$ cat config.mk
export PLATFORM = sky130hd
export DESIGN_NAME = pdm_record_ctrl
export DESIGN_NICKNAME = d
export VERILOG_FILES = /design/src/rtl/pdm_record_ctrl.sv
export SDC_FILE = /design/constraint.sdc
export NUM_CORES = 1
export LEC_CHECK = 0
export CAP_MARGIN = 0
export CORE_MARGIN = 2
export CORE_UTILIZATION = 45
export CTS_CLUSTER_DIAMETER = 200
export CTS_CLUSTER_SIZE = 40
export DETAILED_ROUTE_END_ITERATION = 8
export PLACE_DENSITY = 0.64
export SETUP_SLACK_MARGIN = 0.5
export SLEW_MARGIN = 15
export SYNTH_ARGS = -nofsm -noshare
export SYNTH_HDL_FRONTEND = slang
export SYNTH_SLANG_ARGS = --single-unit
$ cat constraint.sdc
create_clock -name clock -period 7.7 [get_ports clock]
set_clock_uncertainty 0.2 [all_clocks]
set_input_delay 1.54 -clock clock [delete_from_list [all_inputs] [get_ports clock]]
set_output_delay 1.54 -clock clock [all_outputs]
set_load 0.01 [all_outputs]
$ cat src/rtl/pdm_record_ctrl.sv
// pdm_record_ctrl: records a 1-bit PDM microphone stream into word-wide
// sample memory and plays it back one bit per strobe.
// The recorder packs bits MSB-first into words and writes each full word.
// The player fetches words in order and shifts them out MSB-first.
module pdm_record_ctrl #(
    parameter int ADDR_WIDTH = 14,
    parameter int WORD_WIDTH = 16
) (
    input  logic                  clock,
    input  logic                  reset,
    input  logic                  pdm_strobe,
    input  logic                  pdm_bit,
    input  logic                  start_rec,
    input  logic                  start_play,
    input  logic                  stop,
    input  logic [WORD_WIDTH-1:0] mem_rdata,
    output logic [ADDR_WIDTH-1:0] mem_addr,
    output logic [WORD_WIDTH-1:0] mem_wdata,
    output logic                  mem_we,
    output logic                  play_out,
    output logic                  busy,
    output logic                  done,
    output logic [ADDR_WIDTH:0]   rec_len
);

    localparam int CNT_WIDTH = $clog2(WORD_WIDTH + 1);
    localparam logic [CNT_WIDTH-1:0]  LAST_BIT = CNT_WIDTH'(WORD_WIDTH - 1);
    localparam logic [CNT_WIDTH-1:0]  FULL_CNT = CNT_WIDTH'(WORD_WIDTH);
    localparam logic [CNT_WIDTH-1:0]  CNT_ONE  = CNT_WIDTH'(1);
    localparam logic [ADDR_WIDTH-1:0] WR_LAST  = '1;
    localparam logic [ADDR_WIDTH-1:0] WR_ONE   = ADDR_WIDTH'(1);
    localparam logic [ADDR_WIDTH:0]   LEN_ONE  = (ADDR_WIDTH + 1)'(1);

    typedef enum logic [1:0] {IDLE, RECORD, FETCH, PLAY} state_t;

    state_t                  state;
    state_t                  state_next;
    logic [ADDR_WIDTH-1:0]   wr_ptr;
    logic [ADDR_WIDTH:0]     rd_ptr;
    logic [ADDR_WIDTH:0]     rd_ptr_inc;
    logic [CNT_WIDTH-1:0]    bit_cnt;
    logic [WORD_WIDTH-1:0]   rec_shift;
    logic [WORD_WIDTH-1:0]   rec_shift_next;
    logic [WORD_WIDTH-1:0]   play_shift;
    logic                    fetch_wait;
    logic                    last_write;

    assign rd_ptr_inc     = rd_ptr + LEN_ONE;
    assign rec_shift_next = {rec_shift[WORD_WIDTH-2:0], pdm_bit};
    assign last_write     = mem_we && (wr_ptr == WR_LAST);

    // State register.
    always_ff @(posedge clock) begin
        if (reset) state <= IDLE;
        else       state <= state_next;
    end

    // Next-state logic; record beats play when both commands arrive together.
    always_comb begin
        state_next = state;
        case (state)
            IDLE: begin
                if (start_rec)                          state_next = RECORD;
                else if (start_play && rec_len != '0)   state_next = FETCH;
            end
            RECORD: begin
                if (stop || last_write)                 state_next = IDLE;
            end
            FETCH: begin
                if (stop)                               state_next = IDLE;
                else if (fetch_wait)                    state_next = PLAY;
            end
            PLAY: begin
                if (stop)                               state_next = IDLE;
                else if (bit_cnt == FULL_CNT)
                    state_next = (rd_ptr_inc == rec_len) ? IDLE : FETCH;
            end
            default: state_next = IDLE;
        endcase
    end

    // Outputs decoded straight from the state and pointers.
    always_comb begin
        busy     = (state != IDLE);
        mem_addr = (state == RECORD) ? wr_ptr : rd_ptr[ADDR_WIDTH-1:0];
    end

    // Recording path: shift in bits, issue one write per full word, count words.
    always_ff @(posedge clock) begin
        if (reset) begin
            wr_ptr    <= '0;
            rec_len   <= '0;
            rec_shift <= '0;
            mem_we    <= 1'b0;
            mem_wdata <= '0;
        end else begin
            mem_we <= 1'b0;
            if (state == IDLE && start_rec) begin
                wr_ptr    <= '0;
                rec_len   <= '0;
                rec_shift <= '0;
            end else if (state == RECORD) begin
                if (mem_we) begin
                    rec_len <= rec_len + LEN_ONE;
                    if (wr_ptr != WR_LAST) wr_ptr <= wr_ptr + WR_ONE;
                end
                if (!stop && pdm_strobe) begin
                    rec_shift <= rec_shift_next;
                    if (bit_cnt == LAST_BIT) begin
                        mem_we    <= 1'b1;
                        mem_wdata <= rec_shift_next;
                    end
                end
            end
        end
    end

    // Bit counter shared by recording (bits per word) and playback (bits played).
    always_ff @(posedge clock) begin
        if (reset) begin
            bit_cnt <= '0;
        end else begin
            case (state)
                IDLE: begin
                    if (start_rec) bit_cnt <= '0;
                end
                RECORD: begin
                    if (stop)
                        bit_cnt <= '0;
                    else if (pdm_strobe)
                        bit_cnt <= (bit_cnt == LAST_BIT) ? '0 : bit_cnt + CNT_ONE;
                end
                FETCH: begin
                    if (fetch_wait) bit_cnt <= '0;
                end
                PLAY: begin
                    if (pdm_strobe && bit_cnt != FULL_CNT) bit_cnt <= bit_cnt + CNT_ONE;
                end
                default: bit_cnt <= '0;
            endcase
        end
    end

    // Playback path: two-cycle fetch (address, then data), then shift out per strobe.
    always_ff @(posedge clock) begin
        if (reset) begin
            rd_ptr     <= '0;
            play_shift <= '0;
            fetch_wait <= 1'b0;
        end else begin
            case (state)
                IDLE: begin
                    if (!start_rec && start_play) begin
                        rd_ptr     <= '0;
                        fetch_wait <= 1'b0;
                    end
                end
                FETCH: begin
                    if (!stop) begin
                        if (fetch_wait) begin
                            play_shift <= mem_rdata;
                            fetch_wait <= 1'b0;
                        end else begin
                            fetch_wait <= 1'b1;
                        end
                    end
                end
                PLAY: begin
                    if (!stop) begin
                        if (bit_cnt == FULL_CNT) begin
                            rd_ptr     <= rd_ptr_inc;
                            fetch_wait <= 1'b0;
                        end else if (pdm_strobe) begin
                            play_shift <= {play_shift[WORD_WIDTH-2:0], 1'b0};
                        end
                    end
                end
                default: ;
            endcase
        end
    end

    // Playback bit: MSB captured on each strobe, forced low whenever PLAY is left.
    always_ff @(posedge clock) begin
        if (reset)
            play_out <= 1'b0;
        else if (state_next != PLAY)
            play_out <= 1'b0;
        else if (state == PLAY && pdm_strobe && bit_cnt != FULL_CNT)
            play_out <= play_shift[WORD_WIDTH-1];
    end

    // Done pulses on every return to IDLE, and on a play request with nothing recorded.
    always_ff @(posedge clock) begin
        if (reset)
            done <= 1'b0;
        else
            done <= (state != IDLE && state_next == IDLE) ||
                    (state == IDLE && start_play && !start_rec && rec_len == '0);
    end

endmodule
# After elaboration in Yosys (flattened, before gate mapping)
# Cells that the tools add are included.
dict set report word_totals {
  ff_bits 102
  output_inout_bits 49
  word_cells 108
}
dict set report classes {
  n_addsub 4
  eq_ne 20
  mux 34
  bitwise 3
  reduce_logical 35
}
# operator n
set ops {}
lappend ops {{$mux W16} 5}
lappend ops {{$mux W15} 3}
lappend ops {{$pmux W16 S2} 1}
lappend ops {{$add A15 B1 Y15 const B} 2}
lappend ops {{$mux W5} 6}
lappend ops {{$pmux W15 S2} 1}
lappend ops {{$ne A2 B2 Y1 const B} 10}
lappend ops {{$pmux W5 S4} 1}
lappend ops {{$mux W2} 8}
lappend ops {{$eq A15 B15 Y1} 1}
lappend ops {{$logic_not A15 Y1} 1}
lappend ops {{$reduce_bool A15 Y1} 1}
lappend ops {{$add A14 B1 Y14 const B} 1}
lappend ops {{$eq A14 B14 Y1 const B} 1}
lappend ops {{$mux W14} 1}
lappend ops {{$ne A14 B14 Y1 const B} 1}
lappend ops {{$logic_and A1 B1 Y1} 12}
lappend ops {{$reduce_and A4 Y1} 3}
lappend ops {{$pmux W2 S4} 1}
lappend ops {{$mux W1} 6}
lappend ops {{$reduce_and A6 Y1} 1}
lappend ops {{$reduce_bool A2 Y1} 3}
lappend ops {{$add A5 B1 Y5 const B} 1}
lappend ops {{$eq A5 B4 Y1 const B} 1}
lappend ops {{other kinds (16)} 24}

# Logic depth before layout (Yosys ltp)
# Gate-level depths: netlist (run 1).
dict set report logic_depth {
  ltp_word 9
  depth_mapped 10
  ltp_nobuf 9
}

# Least setup slack after synthesis (run 1)
# No wires, ideal clock.
dict set report synth_timing {
  kind {register to output}
  startpoint {reg state[0]}
  endpoint {out mem_addr[10]}
  t_arrival_ps 1616
  required_time_ps 5960
  slack_ps 4344
  path_stages_with_launch 6
  n_path_buf 3
  cell_sequence {dfxtp_1 > clkbuf_1 > nand2b_1 > buf_1 > buf_1 > mux2_2}
}
dict set report synth_via {
  elab_chain_len 2
}
# element line_no
set synth_rtl {}
lappend synth_rtl {{from (decl)} 36} ;# state_t state;
lappend synth_rtl {{from (signal assigned)} 55} ;# else state <= state_next;
lappend synth_rtl {{$eq A2 B1 Y1} 85} ;# mem_addr = (state == RECORD) ? wr_ptr : rd_ptr[ADDR_WIDTH-1:0];
lappend synth_rtl {{$mux W14} 85}
lappend synth_rtl {{to (decl)} 17} ;# output logic [ADDR_WIDTH-1:0] mem_addr,
# No other way between the ends.

# Worst setup path in the final report (run 1)
dict set report layout_timing {
  startpoint {reg state[0]}
  endpoint {out mem_addr[6]}
}
# Same word-level chain as after synthesis.

==> results of run 1 <==
## kinds of logic (layout without fill, tap and decap cells)
| logic type | count (synthesis) | count (layout) | synth area share (%) |
|---|---|---|---|
| mux | 15 | 15 | 3.24 |
| simple gates | 303 | 303 | 28.1 |
| xor+xnor | 43 | 43 | 7.34 |
| buf+inv | 60 | 108 | 4.61 |
| fa+ha+maj | 8 | 8 | 1.95 |
| compound gates | 122 | 122 | 14.9 |
| flops | 102 | 102 | 39.8 |
## metrics by stage
stage | cells | util, % | area (um2) | power, W | worst slack, ps
after global routing | 841 | 56.2 | 6170 | 0.00106 | 2760
after floorplan | 653 | - | 5130 | 0.000569 | 4340
after detailed placement | 825 | 53.5 | 5870 | 0.000590 | 3430
after global placement | 825 | 53.5 | 5870 | 0.000589 | 3490
final | 841 | 56.2 | 6170 | 0.00103 | 3050
after CTS | 841 | 56.1 | 6160 | 0.00104 | 3040
## cell type report
cell class                 instances  share of cell area, %
inverter                          17                   1.03
multi-input combinational        491                   46.4
tap                              140                   2.84
clock buffer                      10                   3.71
sequential                       102                   33.1
timing repair buffer              75                   11.9
clock inverter                     6                  0.933
## layer usage
metal	vias up	wire length [um]	part of all wire, %
met1	2226	6210	48
met3	13	823	6.3
li1	2343	-	-
met4	0	187	1.4
met2	106	5740	44
met5	-	0	0
## power groups by stage
stage / registers [W] / logic [W] / clock network (W)
6_report: 0.000531 / 0.0000463 / 0.000449
5_1_grt: 0.000532 / 0.0000510 / 0.000481
4_1_cts: 0.000531 / 0.0000465 / 0.000459
3_5_place_dp: 0.000543 / 0.0000462 / 0
3_3_place_gp: 0.000543 / 0.0000460 / 0
2_1_floorplan: 0.000541 / 0.0000278 / 0
## sequential cells by signal, indices dropped and copies added (netlist names)
name,flops
bit_cnt,5
rd_ptr,15
play_shift,16
rec_len,15
fetch_wait,1
rec_shift,15
wr_ptr,14
mem_wdata,16
done,1
play_out,1
mem_we,1
state,2
## path summary, 6_finish.rpt
| check | to | cells after the start | slack [ps] | start |
|---|---|---|---|---|
| setup / recovery | mem_addr[6] | 3 | 3050 | state[0] |
| setup reg to reg | mem_wdata[11] | 6 | 4200 | state[0] |
| hold reg to reg | mem_wdata[1] | 2 | 260 | mem_wdata[1] |
| hold / removal | mem_wdata[1] | 2 | 260 | mem_wdata[1] |
## cell usage in the layout (no fill, tap or decap), types with 3 or more instances in the layout
cell and instances:
sky130_fd_sc_hd__mux2_2 12, sky130_fd_sc_hd__a311oi_1 16, sky130_fd_sc_hd__ha_1 8, sky130_fd_sc_hd__xnor2_1 22, sky130_fd_sc_hd__a21oi_1 57, sky130_fd_sc_hd__nor2b_1 3, sky130_fd_sc_hd__xor2_1 21, sky130_fd_sc_hd__nor3_1 12
sky130_fd_sc_hd__clkbuf_16 9, sky130_fd_sc_hd__nand4_1 10, sky130_fd_sc_hd__nor4_1 7, sky130_fd_sc_hd__clkdlybuf4s50_1 70, sky130_fd_sc_hd__dfxtp_1 102, sky130_fd_sc_hd__inv_6 3, sky130_fd_sc_hd__nor2_1 80, sky130_fd_sc_hd__inv_1 17
sky130_fd_sc_hd__nand2b_1 7, sky130_fd_sc_hd__nand3_1 33, sky130_fd_sc_hd__buf_4 4, sky130_fd_sc_hd__nand3b_1 3, sky130_fd_sc_hd__a211oi_1 4, sky130_fd_sc_hd__o21ai_0 22, sky130_fd_sc_hd__nand2_1 110, sky130_fd_sc_hd__and3_1 7
sky130_fd_sc_hd__a22oi_1 3, sky130_fd_sc_hd__or3_1 9, sky130_fd_sc_hd__and4_1 3
## worst max-delay path: stages (launching register included)
cell and delay, ps:
sky130_fd_sc_hd__dfxtp_1 880, sky130_fd_sc_hd__nand2b_1 700, sky130_fd_sc_hd__mux2_2 490, sky130_fd_sc_hd__clkdlybuf4s50_1 480
==> flow_summary_export.csv, run 1 <==
group,metric,value,unit
run_status,run_status,"finished clean",
synth,mappedNetlistNets,684,
synth,most_instantiated_flip_flop_cell_in_the_synthesis_netlist,"sky130_fd_sc_hd__dfxtp_1",
timing,hold_violations,0,
global_routing,first_pass_grt_wire_length,21500,um
floorplanning,floorplan.die.height,111,um
clocking,tritoncts,"built",
placed_design,gp_routability_congestion,0.826,
setup_path,crit_path_max_fanout,27,
synth,yosys_register_bits,102,
synth,post_synth_main_area_contributors,"sky130_fd_sc_hd__dfxtp_1, sky130_fd_sc_hd__nand2_1, sky130_fd_sc_hd__nor2_1",
layout,antenna_cells_inserted,0,
layout,sequential_cell_area,0.00204,mm2
clocking,worstSkewPairLatency,360,ps
floorplanning,core_area,0.0110,mm2
pwr,intPower,0.000775,W
synth,synthesis.area_per_instance,7.86,um2
setup_path,required_arrival_time_at_the_worst_endpoint,5960,ps
global_routing,vias_in_the_first_global_route,4341,
placed_design,buffer_ports.inserted,71,
setup_path,timing.critical_path.from_type,"register",
synth,asyncSetResetFlopFracSynth,0,%
hold_path,hold_path.class,"reg -> reg",
timing,timing.slew.headroom,40.6,%
pwr,psw,0.000252,W
clocking,postCtsHoldBufs,0,
synth,synth_edf_count,0,
clocking,clk_root_buffer_cell,"sky130_fd_sc_hd__clkbuf_16",
synth,synth.largest_area_cell,"sky130_fd_sc_hd__dfxtp_1",
synth,netlist_area,0.00513,mm2
clocking,htreeDepth,3,
route,vias_per_cell,5.57,
clocking,clock-sinks,102,
floorplanning,fp.dieArea,0.0123,mm2
floorplanning,chipWidth,111,um
synth,yosys_warning_count,0,
setup_path,worst-endpoint-arrival,2910,ps
global_routing,grt.met3_usage,4.32,%
layout,num-nets-final,727,
timing,fin_setup_tns,0,ps
route,postRouteWirelength,13000,um
pwr,power_switching_share,24.5,%
clocking,cts-buffers-inserted,9,
floorplanning,initial_core_utilization,46.7,%
route,first_pass_iters,5,
synth,synth_cells,653,
timing,timing.final.crit_share,60.4,%
global_routing,grt_busiest_layer,"met2",
layout,filler_cell_count,1062,
route,post-route-drc-count,0,
setup_path,worst-setup-path-type,"reg -> out",
synth,synth_seq_area_share,39.8,%
timing,worst_hold_slack,261,ps
global_routing,grt_use_met2,31.6,%
timing,unrepaired_setup_endpoints_after_global_routing,"no",
route,post_drt_wl_per_cell,15.4,um
timing,worstMarginPinSlew,891,ps
synth,post-synth-top-count-cell,"sky130_fd_sc_hd__nand2_1",
global_routing,globalRouteMet1Util,30.4,%
route,dr_total_vias,4688,
layout,multi_input_comb_area,0.00286,mm2
global_routing,grt_max_degree,60,
pwr,power-per-cell-area,167,mW/mm2
layout,area_growth_synth_to_finish,20.2,%
synth,synth_top_area_share,39.8,%
timing,timing_max_transition_violations_final,0,
global_routing,antenna_found_initial,0,
job,reported_max_cap_violation_count,0,
global_routing,grt_remaining_overflow,0,
layout,final_layout_size_suffix_gt1_share,6.42,%
global_routing,grt_util_all_layers,21.1,%
route,ant_nets,0,
pwr,sequentialPowerShare,51.7,%
floorplanning,top_level_ports,72,
setup_path,crit_path_end_kind,"output port",
pwr,combinationalPowerShare,4.5,%
pwr,ir_worst_vdd,0.000133,V
clocking,post-cts-setup-buffer-count,0,
route,detailedRoute.firstIterationViolations,345,
timing,final_period_minus_worst_setup_slack,4650,ps
clocking,clk_pin_slew,80,ps
floorplanning,core.rowCount,38,
pwr,clkPwrFrac,43.8,%
pwr,cellLeakagePower,2.09,nW
synth,yosys-top-cells-count,"sky130_fd_sc_hd__nand2_1, sky130_fd_sc_hd__dfxtp_1, sky130_fd_sc_hd__nor2_1",
placed_design,dp.final_hpwl,9080,um
synth,yosys.cell_types.count,58,
clocking,largest_buffer_count_on_any_clock_path,2,
timing,fmaxAchievable,215,MHz
clocking,cts_resized,0,
timing,report.final.setup_viol,0,
Power figures use the tool's default switching activity.
==> inputs of run 2 (changes only) <==
PLACE_DENSITY = 0.66   (was 0.64)
clock period = 4 ns   (was 7.7 ns; I/O delays follow)
==> run 2 against run 1 <==
  * Die area is the same
  * Non-clock buffer count is 5 higher
  * First-iteration DRC count down 3.2%
  * Sequential power increased by 92%
  * Sequential share of layout area shrank 0.25 points
  * Clock power up 100%
  * Worst hold slack got worse by 3.0 ps
  * Cell area rose by 0.77%
  * Largest power group unchanged
==> flow_summary_export.csv, run 2 (same netlist as run 1, synthesis figures left out) <==
group,metric,value,unit
run_status,run_status,"finished clean",
clocking,tritoncts,"built",
timing,timing.final.crit_share,80.4,%
route,vias_per_cell,5.57,
timing,fmaxAchievable,311,MHz
route,ant_nets,0,
setup_path,crit_path_end_kind,"output port",
floorplanning,initial_core_utilization,46.7,%
pwr,ir_worst_vdd,0.000296,V
layout,layout.core_utilization,56.6,%
pwr,power-per-cell-area,324,mW/mm2
route,post_drt_wl_per_cell,15.6,um
setup_path,required_arrival_time_at_the_worst_endpoint,3000,ps
layout,final_layout_size_suffix_gt1_share,7.09,%
placed_design,buffer_ports.inserted,71,
global_routing,antenna_found_initial,0,
layout,filler_cell_count,1015,
timing,final_period_minus_worst_setup_slack,3220,ps
global_routing,grt_remaining_overflow,0,
global_routing,first_pass_grt_wire_length,22100,um
timing,timing.slew.headroom,45.6,%
setup_path,worst-r2r-setup-slack,850,ps
global_routing,grt_busiest_layer,"met2",
timing,report.final.setup_viol,0,
floorplanning,core_area,0.0110,mm2
setup_path,worstRegToRegCells,7,
hold_path,hold_path_end,"mem_wdata[1]",
job,reported_max_cap_violation_count,0,
route,post-route-drc-count,0,
layout,area_growth_synth_to_finish,21.1,%
floorplanning,fp.dieArea,0.0123,mm2
setup_path,worst-setup-path-type,"reg -> out",
placed_design,dpl-instance-area,0.00591,mm2
pwr,cellLeakagePower,2.12,nW
pwr,clkPwrFrac,44.7,%
setup_path,crit_path_max_fanout,18,
setup_path,worst-endpoint-arrival,2220,ps
pwr,sequentialPowerShare,50.5,%
layout,layout_top_registers,"mem_wdata (16), play_shift (16)",
clocking,clk_pin_slew,70,ps
setup_path,crit-reg2reg-launch,"rd_ptr[0]",
timing,hold_violations,0,
layout,antenna_cells_inserted,0,
timing,unrepaired_setup_endpoints_after_global_routing,"no",
pwr,intPower,0.00156,W
setup_path,critical_path.reg2reg.endpoint,"done",
global_routing,grt_max_degree,46,
timing,worstMarginPinSlew,816,ps
hold_path,hold_path.class,"reg -> reg",
hold_path,min_delay_path_depth,2,
global_routing,grt.met3_usage,4.37,%
floorplanning,chipWidth,111,um
clocking,post-cts-setup-buffer-count,0,
route,postRouteWirelength,13100,um
pwr,psw,0.000452,W
floorplanning,floorplan.die.height,111,um
pwr,combinationalPowerShare,4.8,%
pwr,power_switching_share,22.4,%
clocking,cts-buffers-inserted,9,
global_routing,globalRouteMet1Util,29.6,%
floorplanning,core.rowCount,38,
layout,layout.cells.most_common,"sky130_fd_sc_hd__nand2_1",
global_routing,grt_use_met2,34.2,%
placed_design,gp_routability_congestion,0.872,
route,detailedRoute.firstIterationViolations,334,
timing,timing_max_transition_violations_final,0,
setup_path,timing.critical_path.from_type,"register",
clocking,worstSkewPairLatency,340,ps
global_routing,grt_util_all_layers,21.4,%
hold_path,min_from,"mem_wdata[1]",
clocking,cts_resized,0,
clocking,clock-sinks,102,
layout,num-nets-final,732,
clocking,htreeDepth,3,
route,dr_total_vias,4709,
timing,fin_setup_tns,0,ps
clocking,postCtsHoldBufs,0,
global_routing,vias_in_the_first_global_route,4620,
clocking,largest_buffer_count_on_any_clock_path,2,
layout,final_cell_mix,"sky130_fd_sc_hd__nand2_1, sky130_fd_sc_hd__dfxtp_1, sky130_fd_sc_hd__nor2_1, sky130_fd_sc_hd__clkdlybuf4s50_1, sky130_fd_sc_hd__a21oi_1",
layout,finalInstanceArea,0.00621,mm2
route,first_pass_iters,6,
placed_design,dp.final_hpwl,9150,um
clocking,clk_root_buffer_cell,"sky130_fd_sc_hd__clkbuf_16",
floorplanning,top_level_ports,72,
## run 2: cell count changes in the layout (fill, tap and decap cells not counted), sizes merged
cell	change
bufinv	+1
buf	+5
inv	-2
## run 2: routing by layer
layer  routed length, um  part of all wire [%]
met1                6400                    49
met2                6000                    46
met3                 633                   4.8
met4                 111                  0.84
met5                   0                     0
## run 2: how the worst max path moves through the flow
stage	from	end	slack, ps	cells past startpoint
3_3_place_gp	stop	mem_wdata[10]	920	6
3_5_place_dp	stop	rd_ptr[7]	860	5
4_1_cts	state[1]	mem_addr[0]	800	3
5_1_grt	state[1]	mem_addr[2]	660	4
2_1_floorplan	rd_ptr[0]	state[1]	1230	8
6_report	state[1]	mem_addr[0]	780	3
## run 2: final cells by class
class	count	area (um2)	area share, %
timing repair buffer	80	773	12.4
clock buffer	10	239	3.85
tap	140	175	2.82
sequential	102	2040	32.9
inverter	17	63.8	1.03
multi-input combinational	491	2860	46.0
clock inverter	5	65.1	1.05
## run 2: critical path, cell delays in order, from the launching register on
cell and delay (ps):
sky130_fd_sc_hd__dfxtp_1 320, sky130_fd_sc_hd__nand2b_1 640, sky130_fd_sc_hd__mux2_2 440, sky130_fd_sc_hd__clkdlybuf4s50_1 480
## run 2: power groups by stage
stage                     clock [W]  combinational (W)  sequential (W)
after CTS                  0.000921          0.0000966         0.00102
after global routing       0.000963           0.000106         0.00102
after detailed placement          0          0.0000958         0.00104
after global placement            0          0.0000955         0.00104
final                      0.000899          0.0000966         0.00102
after floorplan                   0          0.0000535         0.00104
## run 2: stage by stage
stage	instances	setup WS (ps)	hold WS [ps]	power (W)
CTS	845	796	258	0.00204
floorplan	653	1230	232	0.00109
finish	845	782	258	0.00201
global placement	830	924	246	0.00114
global route	845	656	277	0.00209
detailed placement	830	863	247	0.00114
